<file path="src/rtl/digit_field_mapper_if.sv">
// digit_field_mapper_if: bus between readout controller/scan source and the mapper.
// master: drives writes, commit, scan position, frame_start; slave: the mapper.
interface digit_field_mapper_if;
  logic       wr_en;
  logic [3:0] wr_addr;
  logic [7:0] wr_data;
  logic       commit;
  logic       commit_pending;
  logic [9:0] x;
  logic [9:0] y;
  logic       frame_start;
  logic [7:0] character_code;
  logic [9:0] char_start_x;
  logic [9:0] char_start_y;
  logic [9:0] x_out;
  logic [9:0] y_out;
  logic       in_field;

  modport master (
    output wr_en,
    output wr_addr,
    output wr_data,
    output commit,
    output x,
    output y,
    output frame_start,
    input  commit_pending,
    input  character_code,
    input  char_start_x,
    input  char_start_y,
    input  x_out,
    input  y_out,
    input  in_field
  );

  modport slave (
    input  wr_en,
    input  wr_addr,
    input  wr_data,
    input  commit,
    input  x,
    input  y,
    input  frame_start,
    output commit_pending,
    output character_code,
    output char_start_x,
    output char_start_y,
    output x_out,
    output y_out,
    output in_field
  );
endinterface

</file>
<file path="src/rtl/digit_field_mapper.sv">
// digit_field_mapper: double-buffered character row feeding a 16x32 glyph renderer.
// Maps scan (x, y) to the tile under it; shadow row is published at frame_start.
//
// Ports: clk, reset (async, active-high), bus (digit_field_mapper_if.slave):
//   wr_en/wr_addr/wr_data  shadow write
//   commit / commit_pending  publish request and its pending flag
//   x, y, frame_start      scan position and frame boundary pulse
//   character_code, char_start_x, char_start_y, x_out, y_out, in_field
//                          registered mapping, one clock after x, y
// Option: define LEADING_ZERO_BLANK_EN to blank leading zero slots at publish.
module digit_field_mapper #(
  parameter int         NUM_CHARS  = 8,
  parameter logic [9:0] ORIGIN_X   = 10'd64,
  parameter logic [9:0] ORIGIN_Y   = 10'd32,
  parameter logic [7:0] BLANK_CODE = 8'hFF
) (
  input logic                 clk,
  input logic                 reset,
  digit_field_mapper_if.slave bus
);

  if (NUM_CHARS < 1 || NUM_CHARS > 16) begin : g_bad_num
    $error("NUM_CHARS must be 1..16");
  end

  localparam logic [0:0] S_IDLE = 1'b0;
  localparam logic [0:0] S_PEND = 1'b1;

  // Field limits in 11 bits so ORIGIN + extent cannot wrap.
  localparam logic [10:0] X_BEG = {1'b0, ORIGIN_X};
  localparam logic [10:0] X_END = X_BEG + 11'(16 * NUM_CHARS);
  localparam logic [10:0] Y_BEG = {1'b0, ORIGIN_Y};
  localparam logic [10:0] Y_END = Y_BEG + 11'd32;

  logic [7:0] shadow [NUM_CHARS];
  logic [7:0] active [NUM_CHARS];
  logic [7:0] tile_code [NUM_CHARS];

  logic [0:0] state;
  logic [0:0] state_nx;
  logic       publish;

  // ---------------- publish control ----------------
  // A commit arriving with frame_start while idle publishes at once.
  always_comb begin
    publish = bus.frame_start &&
              ((state == S_PEND) || bus.commit);
  end

  always_comb begin
    state_nx = state;
    unique case (state)
      S_IDLE: begin
        if (bus.commit && !bus.frame_start)
          state_nx = S_PEND;
      end
      S_PEND: begin
        if (bus.frame_start)
          state_nx = S_IDLE;
      end
      default: state_nx = S_IDLE;
    endcase
  end

  always_ff @(posedge clk or posedge reset) begin
    if (reset)
      state <= S_IDLE;
    else
      state <= state_nx;
  end

  assign bus.commit_pending = (state == S_PEND);

  // ---------------- shadow / active buffers ----------------
  // Slots at or beyond NUM_CHARS never match, so such writes drop.
  always_ff @(posedge clk or posedge reset) begin
    if (reset) begin
      for (int i = 0; i < NUM_CHARS; i++)
        shadow[i] <= BLANK_CODE;
    end else begin
      for (int i = 0; i < NUM_CHARS; i++)
        if (bus.wr_en && bus.wr_addr == 4'(i))
          shadow[i] <= bus.wr_data;
    end
  end

  // Copy reads shadow before any same-cycle write lands.
  always_ff @(posedge clk or posedge reset) begin
    if (reset) begin
      for (int i = 0; i < NUM_CHARS; i++)
        active[i] <= BLANK_CODE;
    end else if (publish) begin
      for (int i = 0; i < NUM_CHARS; i++)
        active[i] <= shadow[i];
    end
  end

`ifdef LEADING_ZERO_BLANK_EN
  logic [NUM_CHARS-1:0] blank_mask;
  logic [NUM_CHARS-1:0] mask_nx;

  // Slot i blanks while every slot 0..i is zero; last slot never blanks.
  always_comb begin
    logic run;
    run     = 1'b1;
    mask_nx = '0;
    for (int i = 0; i < NUM_CHARS; i++) begin
      run        = run && (shadow[i] == 8'd0);
      mask_nx[i] = run && (i < NUM_CHARS - 1);
    end
  end

  always_ff @(posedge clk or posedge reset) begin
    if (reset)
      blank_mask <= '0;
    else if (publish)
      blank_mask <= mask_nx;
  end

  always_comb begin
    for (int i = 0; i < NUM_CHARS; i++)
      tile_code[i] = blank_mask[i] ? BLANK_CODE : active[i];
  end
`else
  always_comb begin
    for (int i = 0; i < NUM_CHARS; i++)
      tile_code[i] = active[i];
  end
`endif

  // ---------------- scan mapping ----------------
  logic [10:0] x_ext;
  logic [10:0] y_ext;
  logic        in_x;
  logic        in_y;
  logic        in_f;
  logic [9:0]  x_off;
  logic [9:0]  tile_off;
  logic [7:0]  code_nx;
  logic [9:0]  sx_nx;
  logic [9:0]  sy_nx;

  always_comb begin
    x_ext = {1'b0, bus.x};
    y_ext = {1'b0, bus.y};
    in_x  = (x_ext >= X_BEG) && (x_ext < X_END);
    in_y  = (y_ext >= Y_BEG) && (y_ext < Y_END);
    in_f  = in_x && in_y;
  end

  // Offset only formed once x >= ORIGIN_X; masking the low
  // nibble gives col*16 without a separate shift.
  always_comb begin
    x_off    = in_x ? (bus.x - ORIGIN_X) : 10'd0;
    tile_off = x_off & ~10'h00F;
  end

  always_comb begin
    code_nx = BLANK_CODE;
    sx_nx   = '0;
    sy_nx   = '0;
    if (in_f) begin
      sx_nx = ORIGIN_X + tile_off;
      sy_nx = ORIGIN_Y;
      for (int i = 0; i < NUM_CHARS; i++)
        if (tile_off == 10'(16 * i))
          code_nx = tile_code[i];
    end
  end

  always_ff @(posedge clk or posedge reset) begin
    if (reset) begin
      bus.character_code <= BLANK_CODE;
      bus.char_start_x   <= '0;
      bus.char_start_y   <= '0;
      bus.x_out          <= '0;
      bus.y_out          <= '0;
      bus.in_field       <= 1'b0;
    end else begin
      bus.character_code <= code_nx;
      bus.char_start_x   <= sx_nx;
      bus.char_start_y   <= sy_nx;
      bus.x_out          <= bus.x;
      bus.y_out          <= bus.y;
      bus.in_field       <= in_f;
    end
  end

endmodule

</file>
<file path="src/flat_wrapper.sv">
// flat-port wrapper written by rule: the top's interface ports become plain ports
module digit_field_mapper_flat 
#(
  parameter int         NUM_CHARS  = 8,
  parameter logic [9:0] ORIGIN_X   = 10'd64,
  parameter logic [9:0] ORIGIN_Y   = 10'd32,
  parameter logic [7:0] BLANK_CODE = 8'hFF
)
  (clk, reset, bus_wr_en, bus_wr_addr, bus_wr_data, bus_commit, bus_x, bus_y, bus_frame_start, bus_commit_pending, bus_character_code, bus_char_start_x, bus_char_start_y, bus_x_out, bus_y_out, bus_in_field);
  digit_field_mapper_if bus_i ();
  input logic clk;
  input logic reset;
  input wire logic [$bits(bus_i.wr_en)-1:0] bus_wr_en;
  input wire logic [$bits(bus_i.wr_addr)-1:0] bus_wr_addr;
  input wire logic [$bits(bus_i.wr_data)-1:0] bus_wr_data;
  input wire logic [$bits(bus_i.commit)-1:0] bus_commit;
  input wire logic [$bits(bus_i.x)-1:0] bus_x;
  input wire logic [$bits(bus_i.y)-1:0] bus_y;
  input wire logic [$bits(bus_i.frame_start)-1:0] bus_frame_start;
  output wire logic [$bits(bus_i.commit_pending)-1:0] bus_commit_pending;
  output wire logic [$bits(bus_i.character_code)-1:0] bus_character_code;
  output wire logic [$bits(bus_i.char_start_x)-1:0] bus_char_start_x;
  output wire logic [$bits(bus_i.char_start_y)-1:0] bus_char_start_y;
  output wire logic [$bits(bus_i.x_out)-1:0] bus_x_out;
  output wire logic [$bits(bus_i.y_out)-1:0] bus_y_out;
  output wire logic [$bits(bus_i.in_field)-1:0] bus_in_field;
  assign bus_i.wr_en = bus_wr_en;
  assign bus_i.wr_addr = bus_wr_addr;
  assign bus_i.wr_data = bus_wr_data;
  assign bus_i.commit = bus_commit;
  assign bus_i.x = bus_x;
  assign bus_i.y = bus_y;
  assign bus_i.frame_start = bus_frame_start;
  assign bus_commit_pending = bus_i.commit_pending;
  assign bus_character_code = bus_i.character_code;
  assign bus_char_start_x = bus_i.char_start_x;
  assign bus_char_start_y = bus_i.char_start_y;
  assign bus_x_out = bus_i.x_out;
  assign bus_y_out = bus_i.y_out;
  assign bus_in_field = bus_i.in_field;
  digit_field_mapper #(.NUM_CHARS(NUM_CHARS), .ORIGIN_X(ORIGIN_X), .ORIGIN_Y(ORIGIN_Y), .BLANK_CODE(BLANK_CODE)) u_core (.clk(clk), .reset(reset), .bus(bus_i));
endmodule
</file>
<file path="config.mk">
export PLATFORM = sky130hd
export DESIGN_NAME = digit_field_mapper_flat
export DESIGN_NICKNAME = d
export VERILOG_FILES = /design/src/rtl/digit_field_mapper_if.sv /design/src/rtl/digit_field_mapper.sv /design/src/flat_wrapper.sv
export SDC_FILE = /design/constraint.sdc
export NUM_CORES = 1
export LEC_CHECK = 0
export ABC_AREA = 1
export CAP_MARGIN = 0
export CORE_MARGIN = 1
export CORE_UTILIZATION = 45
export CTS_BUF_LIST = sky130_fd_sc_hd__clkbuf_8
export DETAILED_ROUTE_END_ITERATION = 10
export PLACE_DENSITY = 0.67
export REMOVE_ABC_BUFFERS = 1
export SLEW_MARGIN = 20
export SYNTH_ARGS = -nofsm -noshare
export SYNTH_HDL_FRONTEND = slang
export SYNTH_SLANG_ARGS = --single-unit
</file>
<file path="constraint.sdc">
create_clock -name clk -period 14.7 [get_ports clk]
set_input_delay 2.94 -clock clk [delete_from_list [all_inputs] [get_ports clk]]
set_output_delay 2.94 -clock clk [all_outputs]
set_load 0.02 [all_outputs]
</file>
==> results of run 1 <==
-- final cells by class --
cell class / instances / area share
tap: 211 / 0.03175
multi-input combinational: 454 / 0.2671
timing repair buffer: 76 / 0.09103
clock inverter: 14 / 0.01941
sequential: 164 / 0.5140
clock buffer: 18 / 0.02979
inverter: 102 / 0.04695
-- worst max-delay path, stage by stage --
cell	delay, ns
clkdlybuf4s50_1	0.59
ha_1	0.23
nand2_2	0.07
nor2_2	0.11
nand2_2	0.06
nand2_4	0.08
nand2_2	0.12
nor2_1	0.20
ha_1	0.23
nand2_4	0.10
nor4_4	0.70
a21oi_1	0.14
nand2_1	0.12
nand2_1	0.06
-- through the flow --
step | setup WS (ns) | total power, mW | instance area, µm² | hold WS, ns | cells
floorplan | 4.942 | 0.7265 | 6869 | 0.4509 | 720
global placement | 9.005 | 0.7671 | 7903 | 0.4606 | 1007
detailed placement | 8.874 | 0.7772 | 7903 | 0.4687 | 1007
CTS | 9.359 | 1.116 | 8312 | 0.4816 | 1039
global route | 9.144 | 1.166 | 8315 | 0.4996 | 1039
finish | 9.318 | 1.103 | 8315 | 0.4800 | 1039
-- kinds of logic after synthesis --
| logic type | synth area share |
|---|---|
| and+or+nand+nor | 0.1747 |
| DFF | 0.6072 |
| AOI/OAI and AO/OA | 0.1047 |
| buffers and inverters | 0.08532 |
| muxes | 0.01440 |
| adders and majority gates | 0.01066 |
| xor gates and xnor gates | 0.002489 |
| other | 0.0005327 |
-- metal layers --
metal  up-vias  part of all wire
li1       2460                 -
met5         -                 0
met2       113              0.49
met1      2356              0.45
met4         0             0.011
met3        15             0.050
-- where the power goes --
part / internal [mW] / total [mW] / switching, mW
Clock: 0.171 / 0.334 / 0.163
Combinational: 0.0611 / 0.156 / 0.0953
Sequential: 0.581 / 0.612 / 0.0316
-- worst paths after layout --
path	start	end	slack [ns]	cells after the start
min in group asynchronous	reset	u_core.bus.y_out[4]	3.01	2
setup reg to reg	u_core.bus.commit_pending	u_core.active[43]	12.98	3
max in group asynchronous	reset	u_core.bus.char_start_x[9]	10.29	3
setup / recovery	bus_x[6]	u_core.bus.character_code[2]	9.32	14
hold reg to reg	u_core.active[25]	u_core.active[25]	0.48	2
hold / removal	u_core.active[25]	u_core.active[25]	0.48	2
-- sequential cells by signal, summed over array words and instances (netlist names) --
register	count
u_core.active	64
u_core.bus.char_start_x	6
u_core.bus.char_start_y	1
u_core.bus.character_code	8
u_core.bus.commit_pending	1
u_core.bus.x_out	10
u_core.bus.y_out	10
u_core.shadow	64
-- cells in the mapped netlist (3+ instances only) --
master | n | area (µm²)
clkbuf_1 | 18 | 67.56
nand3_1 | 7 | 35.03
o21ai_0 | 89 | 445.4
dfstp_2 | 136 | 3573
a21oi_1 | 55 | 275.3
mux2_2 | 9 | 101.4
nand2_4 | 3 | 33.78
ha_1 | 6 | 75.07
nor2_2 | 4 | 25.02
nand2_2 | 4 | 25.02
inv_1 | 94 | 352.8
buf_4 | 14 | 105.1
nand2_1 | 179 | 671.9
inv_2 | 7 | 26.28
nand4_1 | 15 | 93.84
nor2_1 | 52 | 195.2
buf_1 | 4 | 15.01
nand3b_1 | 4 | 30.03
dfrtp_1 | 28 | 700.7
==> impl_metrics.tcl, run 1 <==
set metrics [dict create \
    io_pins 87 \
    max_cap_viol_count 0 \
    cts_root_buf "clkbuf_8" \
    synth-seq-cells 164 \
    final_common_cell "nand2_1" \
    crit_required_ns 15.08 \
    htree_levels 4 \
    worst_slew_pin_slew_ns 0.9540 \
    max_freq_mhz 185.8 \
    gr-total-overflow 0 \
    yosys_most_used_dff "dfstp_2" \
    drt_iter0_drc 247 \
    ys_async_sr_fraction 1.000 \
    die_area_mm2 0.01615 \
    clk_path_buf_depth 2 \
    dieWidth_um 127.1 \
    post-route-period-util 0.3661 \
    fin_setup_tns_ns 0 \
    clk_pin_slew_ns 0.08 \
    cts_hold_buffers 0 \
    yosysWarnings 0 \
    crit_fanout 16 \
    vias 4944 \
    synth_cell_types 35 \
    vdd_drop_max_uv 78.41 \
    initial_core_util 0.4613 \
    leakage_nw 3.739 \
    syn-instance-count 747 \
    fill_cells 1343 \
    final_cell_mix "nand2_1 (179), dfstp_2 (136), inv_1 (94)" \
    grt.total_usage 0.1834 \
    timing.final.hold_violations 0 \
    ctsResizeCount 0 \
    rsz0062_at_grt "false" \
    use_met1 0.2326 \
    final_util 0.5450 \
    fin_skew_ns 0.01055 \
    grtUsageMet3 0.04858 \
    cts_tree "built" \
    met2_usage 0.3048 \
    syn_area_mm2 0.007039 \
    core_area_mm2 0.01526 \
    postRouteAntennaNets 0 \
    die_h_um 127.1 \
    antenna_found_initial 0 \
    antenna_cells 0 \
    setup_viol 0 \
    critPathArrivalTime_ns 5.76 \
    multi_input_area_mm2 0.002221 \
    grt_max_degree 120 \
    drc 0 \
    period_needed_ns 5.382 \
    dr.pass1.iters 4 \
    wirelength_um 13680 \
    outcome "finished clean" \
    synthToLayoutAreaGrowth_pct 18.13 \
    worstSkewPairLatency_ns 0.46 \
    ff_latch_area_mm2 0.004274 \
    grt_pass1_wl_um 23160 \
    power_density_mw_per_mm2 132.6 \
    slew_viol_final 0 \
    hp-class "reg -> reg" \
    drive_above_1_share 0.2512 \
    numPortBuffers 73 \
    cp-end-kind "register" \
    cts_buffers 17 \
    gr-max-usage-layer "met2" \
    rows 45 \
    avgRoutedWirePerCell_um 13.17 \
    post-dp-hpwl_um 9329 \
    yosysSeqAreaShare 0.6072 \
    critPathKind "in -> reg" \
    cp-start-kind "input pin" \
    cts_setup_buffers 0 \
    clkSinkCount 164 \
    slew_headroom 0.3617 \
    finalNetCount 858 \
    synth_area_per_cell_um2 9.423 \
    viasPerCell 4.758 \
    synth_edf_count 0 \
    grt_pass1_vias 4876 \
    routabilityCongestion 0.7631 \
]
(Power assumes the default switching activity.)
==> run 2, diff against run 1 <==
- PLACE_DENSITY: 0.67 -> 0.69
- clock period: 14.7 -> 4.5 ns (I/O delays scaled with it)
==> run 2 against run 1 <==
Effect of this change:
- sequential share of layout area decreased by 0.085 points
- sequential power increased to 3.3 times the previous value
- non-clock buffer count increased by 4
- first-iteration DRC count increased by 15%
- via count decreased by 0.20%
- largest power group unchanged
==> impl_metrics.tcl, run 2 (synthesized netlist as in run 1, its figures left out) <==
set metrics [dict create \
    outcome "finished clean" \
    hold_end "u_core.active[29]" \
    reg2reg_slack_ns 2.68 \
    drt_iter0_drc 283 \
    holdPathStages 2 \
    antenna_cells 0 \
    place_area_mm2 0.007958 \
    crit_top_cell "nand2_1" \
    numPortBuffers 73 \
    antenna_found_initial 0 \
    crit_fanout 16 \
    fin_ws_ns 1.325 \
    vias 4934 \
    dr.pass1.iters 5 \
    wirelength_um 13670 \
    cp_top_family "simple AND/OR/NAND/NOR gates" \
    finalNetCount 862 \
    cp-start-kind "input pin" \
    cts_tree "built" \
    critPathArrivalTime_ns 3.57 \
    hp-start "u_core.active[29]" \
    cts_setup_buffers 0 \
    cp-end-kind "register" \
    drive_above_1_share 0.2521 \
    clkSinkCount 164 \
    synthToLayoutAreaGrowth_pct 18.33 \
    grt.total_usage 0.1850 \
    multi_input_area_mm2 0.002226 \
    worstSkewPairLatency_ns 0.45 \
    initial_core_util 0.4613 \
    core_area_mm2 0.01526 \
    r2r-end "u_core.active[32]" \
    post-place-cells 1011 \
    hp-class "reg -> reg" \
    max_cap_viol_count 0 \
    stdcell_area_mm2 0.008329 \
    grt_pass1_wl_um 23070 \
    r2r-start "u_core.bus.commit_pending" \
    grt_max_degree 73 \
    critPathKind "in -> reg" \
    die_h_um 127.1 \
    final_common_cell "nand2_1" \
    post-route-period-util 0.7055 \
    dp_worst_setup_slack_ns 0.8183 \
    worst_slew_pin_slew_ns 0.8466 \
    power_density_mw_per_mm2 422.8 \
    die_area_mm2 0.01615 \
    setup_viol 0 \
    cts_buffers 17 \
    io_pins 87 \
    slowest_delay_ns 0.54 \
    htree_levels 4 \
    vdd_drop_max_uv 175.8 \
    timing.final.hold_violations 0 \
    period_needed_ns 3.175 \
    rows 45 \
    clk_pin_slew_ns 0.08 \
    routabilityCongestion 0.8015 \
    rsz0062_at_grt "false" \
    holdWs_ns 0.4756 \
    drc 0 \
    cts_hold_buffers 0 \
    fill_cells 1398 \
    crit_required_ns 4.89 \
    slowest_stage "nor3_4" \
    worst-path-stages 13 \
    max_freq_mhz 315.0 \
    reg_top3 "u_core.active: 64 flops, u_core.shadow: 64 flops" \
    slew_viol_final 0 \
    slew_headroom 0.4335 \
    fin_cells 1040 \
    grt_pass1_vias 4617 \
    reg2regPathDepth 4 \
    dieWidth_um 127.1 \
    leakage_nw 3.757 \
    post-dp-hpwl_um 9120 \
    postRouteAntennaNets 0 \
    gr-total-overflow 0 \
    clk_path_buf_depth 2 \
    worstPathCellList "clkdlybuf4s50_1 > ha_1 > nor3_4 > nand2_2 > nor2_1 > ha_1 > nand2_4 > nor3_4 > a21oi_1 > nand2_1 > nand2_1 > nand2_1 > nand2_1" \
    ctsResizeCount 0 \
    fin_skew_ns 0.01297 \
    viasPerCell 4.744 \
    ff_latch_area_mm2 0.004274 \
    avgRoutedWirePerCell_um 13.14 \
    timing.critical_path.buf_inv 1 \
    cts_root_buf "clkbuf_8" \
    final_cell_mix "nand2_1 (179), dfstp_2 (136), inv_1 (96)" \
]
==> run 2: how the worst max path moves through the flow <==
stage,from,endpoint
after detailed placement,bus_x[6],u_core.bus.character_code[2]
after CTS,bus_x[6],u_core.bus.character_code[0]
after floorplan,bus_commit,u_core.active[31]
final,bus_x[6],u_core.bus.character_code[0]
after global routing,bus_x[6],u_core.bus.character_code[3]
after global placement,bus_x[6],u_core.bus.character_code[0]
==> run 2: worst reg2reg max path, stage by stage, from the launching register on <==
cell and delay [ns]:
dfrtp_1 0.43, o21ai_4 0.67, buf_4 0.44, nor2_1 0.08, a21oi_1 0.13
==> run 2: metal layers <==
layer  global-route usage  share of wire  up-vias  wire length, µm
met5                    0              0        -                0
met4              0.06723          0.015        0              199
met3              0.04062          0.042       17              571
met2               0.2912           0.46      124             6349
met1               0.2524           0.48     2331             6545
li1                     -              -     2462                -
==> run 2: final cells by class <==
| class | instances | area share |
|---|---|---|
| sequential | 164 | 0.5131 |
| multi-input combinational | 454 | 0.2672 |
| timing repair buffer | 80 | 0.09704 |
| inverter | 102 | 0.04687 |
| clock buffer | 20 | 0.03305 |
| tap | 211 | 0.03170 |
| clock inverter | 9 | 0.01097 |
==> run 2: report_power, final <==
group	leakage [nW]	internal, mW	total [mW]	switching (mW)
clock network	0.204	0.518	1.01	0.493
logic	1.78	0.204	0.512	0.308
registers	1.77	1.90	2.00	0.101
==> run 2: through the flow <==
| stage | TNS, ns | util | total power [mW] |
|---|---|---|---|
| floorplan | -202.93 | - | 2.373 |
| global placement | 0 | 0.5215 | 2.516 |
| detailed placement | 0 | 0.5215 | 2.537 |
| CTS | 0 | 0.5456 | 3.555 |
| global route | 0 | 0.5459 | 3.723 |
| finish | 0 | 0.5459 | 3.521 |
==> run 3, diff against run 2 <==
- clock period: 4.5 -> 2.6 ns (I/O delays scaled with it)
==> run 3 against run 2 <==
Effect of this change:
- flip-flop and latch count is the same
- setup slack lost 0.93 ns
- critical path type unchanged
- clock power grew 110%
- routed wire length grew 5.7%
- combinational power grew 81%
- clock skew shrank 0.0048 ns
- power grew 85%
- critical endpoint unchanged
- first-iteration DRC count shrank 3.9%
- largest power group unchanged
==> impl_metrics.tcl, run 3 (synthesized netlist as in run 1, its figures left out) <==
set metrics [dict create \
    outcome "finished clean" \
    clkPwrFrac 0.326 \
    numPortBuffers 73 \
    postRouteAntennaNets 0 \
    cp-start-kind "input pin" \
    power_density_mw_per_mm2 745.4 \
    clkSinkCount 164 \
    dieWidth_um 127.1 \
    wirelength_um 14440 \
    worst_slew_pin_slew_ns 0.5780 \
    cp-end-kind "register" \
    reg_top3 "u_core.active: 64 flops, u_core.shadow: 64 flops" \
    grt_pass1_wl_um 24960 \
    slowest_delay_ns 0.43 \
    vdd_drop_max_uv 453.7 \
    max_cap_viol_count 0 \
    fin_skew_ns 0.008136 \
    fill_cells 1339 \
    power.switching_mw 1.621 \
    drive_above_1_share 0.2841 \
    slew_viol_final 0 \
    die_h_um 127.1 \
    htree_levels 4 \
    final_common_cell "nand2_1" \
    crit_top_cell "nand2_1" \
    ff_latch_area_mm2 0.004274 \
    drt_iter0_drc 272 \
    switching_share 0.2485 \
    timing.critical_path.buf_inv 5 \
    cp_top_family "simple AND/OR/NAND/NOR gates" \
    gr-total-overflow 0 \
    cts_root_buf "clkbuf_8" \
    clk_pin_slew_ns 0.08 \
    p_int_mw 4.903 \
    period_needed_ns 2.207 \
    dr.pass1.iters 5 \
    worstSkewPairLatency_ns 0.45 \
    post-place-cells 1045 \
    post-route-period-util 0.8490 \
    crit_fanout 8 \
    fin_cells 1077 \
    timing.final.hold_violations 0 \
    grt.total_usage 0.1991 \
    hp-class "in -> reg" \
    die_area_mm2 0.01615 \
    critPathArrivalTime_ns 2.60 \
    slowest_stage "clkdlybuf4s50_1" \
    vias 5112 \
    grt_max_degree 80 \
    clk_path_buf_depth 2 \
    finalNetCount 896 \
    synthToLayoutAreaGrowth_pct 24.33 \
    leakage_nw 4.000 \
    setup_viol 0 \
    cts_tree "built" \
    io_pins 87 \
    crit_required_ns 2.99 \
    max_freq_mhz 453.0 \
    critPathKind "in -> reg" \
    reg2reg_slack_ns 1.18 \
    final_cell_mix "nand2_1 (179), dfstp_2 (136), inv_1 (95)" \
    initial_core_util 0.4613 \
    p_seq_frac 0.532 \
    post-dp-hpwl_um 10090 \
    cts_buffers 17 \
    antenna_cells 0 \
    core_area_mm2 0.01526 \
    viasPerCell 4.747 \
    rows 45 \
    final_util 0.5736 \
    routabilityCongestion 0.8222 \
    worstPathCellList "clkdlybuf4s50_1 > inv_1 > nand2_1 > nor2_1 > nand2_2 > nand2_4 > nand2_2 > nor2_1 > inv_1 > ha_1 > nand2_2 > inv_2 > nand2_4 > inv_4 > nand2_1 > nand2_1 > nand2_1 > nand2_1 > nand2_1 > nand2_1 > nand2_1 > nand2_1" \
    antenna_found_initial 0 \
    avgRoutedWirePerCell_um 13.41 \
    multi_input_area_mm2 0.002223 \
    grt_pass1_vias 5144 \
    drc 0 \
    rsz0062_at_grt "false" \
    pwr-share-comb 0.142 \
    slew_headroom 0.6136 \
]
## run 3: timing repair
item | 4_1_cts | 5_1_grt
hold endpoints to repair | 0 | 0
setup endpoints to repair | 0 | 8
setup buffers | 0 | 0
hold buffers | 0 | 0
gates resized for setup | 0 | 4
## run 3: layout make-up
| class | count | share of cell area |
|---|---|---|
| Multi-Input combinational cell | 454 | 0.2540 |
| Tap cell | 211 | 0.03016 |
| Inverter | 102 | 0.04460 |
| Timing Repair Buffer | 114 | 0.1292 |
| Clock inverter | 11 | 0.02059 |
| Clock buffer | 21 | 0.03302 |
| Sequential cell | 164 | 0.4883 |
## run 3: per-layer routing
layer | share of wire | global-route usage
met5 | 0 | 0
met4 | 0.016 | 0.07493
met3 | 0.042 | 0.04899
met2 | 0.48 | 0.3277
met1 | 0.46 | 0.2552
## run 3: worst paths after layout
check,startpoint,end,depth (start not counted)
worst max-delay path,bus_x[0],u_core.bus.character_code[0],22
worst min-delay path,bus_x[7],u_core.bus.x_out[7],1
worst max register to register,u_core.bus.commit_pending,u_core.active[24],5
worst min register to register,u_core.active[38],u_core.active[38],2
max in group asynchronous,reset,u_core.active[4],3
min in group asynchronous,reset,u_core.bus.y_out[7],2
## run 3: worst register-to-register path, stage by stage, from the launching register on
cell     delay (ns)
dfrtp_1        0.42
o21ai_4        0.16
buf_12         0.31
buf_4          0.31
nor2_1         0.05
a21oi_1        0.11
## run 3: power by group through the flow
stage                     Combinational [mW]  Clock (mW)  Sequential (mW)
after global placement                 0.906           0             3.49
after floorplan                        0.627           0             3.48
final                                  0.926        2.13             3.47
after detailed placement               0.937           0             3.51
after CTS                              0.945        2.19             3.47
after global routing                    1.07        2.29             3.53
## run 3: per-stage QoR
step / total power [mW] / hold WS [ns] / worst slack [ns] / TNS [ns] / instance area [µm²]
floorplan: 4.107 / 0.4509 / -4.738 / -474.86 / 6869
global placement: 4.401 / 0.4618 / -0.2387 / -1.776 / 8275
detailed placement: 4.448 / 0.4650 / -0.3437 / -2.566 / 8275
CTS: 6.603 / 0.4000 / 0.1043 / 0 / 8745
global route: 6.891 / 0.2816 / 0.1742 / 0 / 8752
finish: 6.524 / 0.3082 / 0.3927 / 0 / 8752
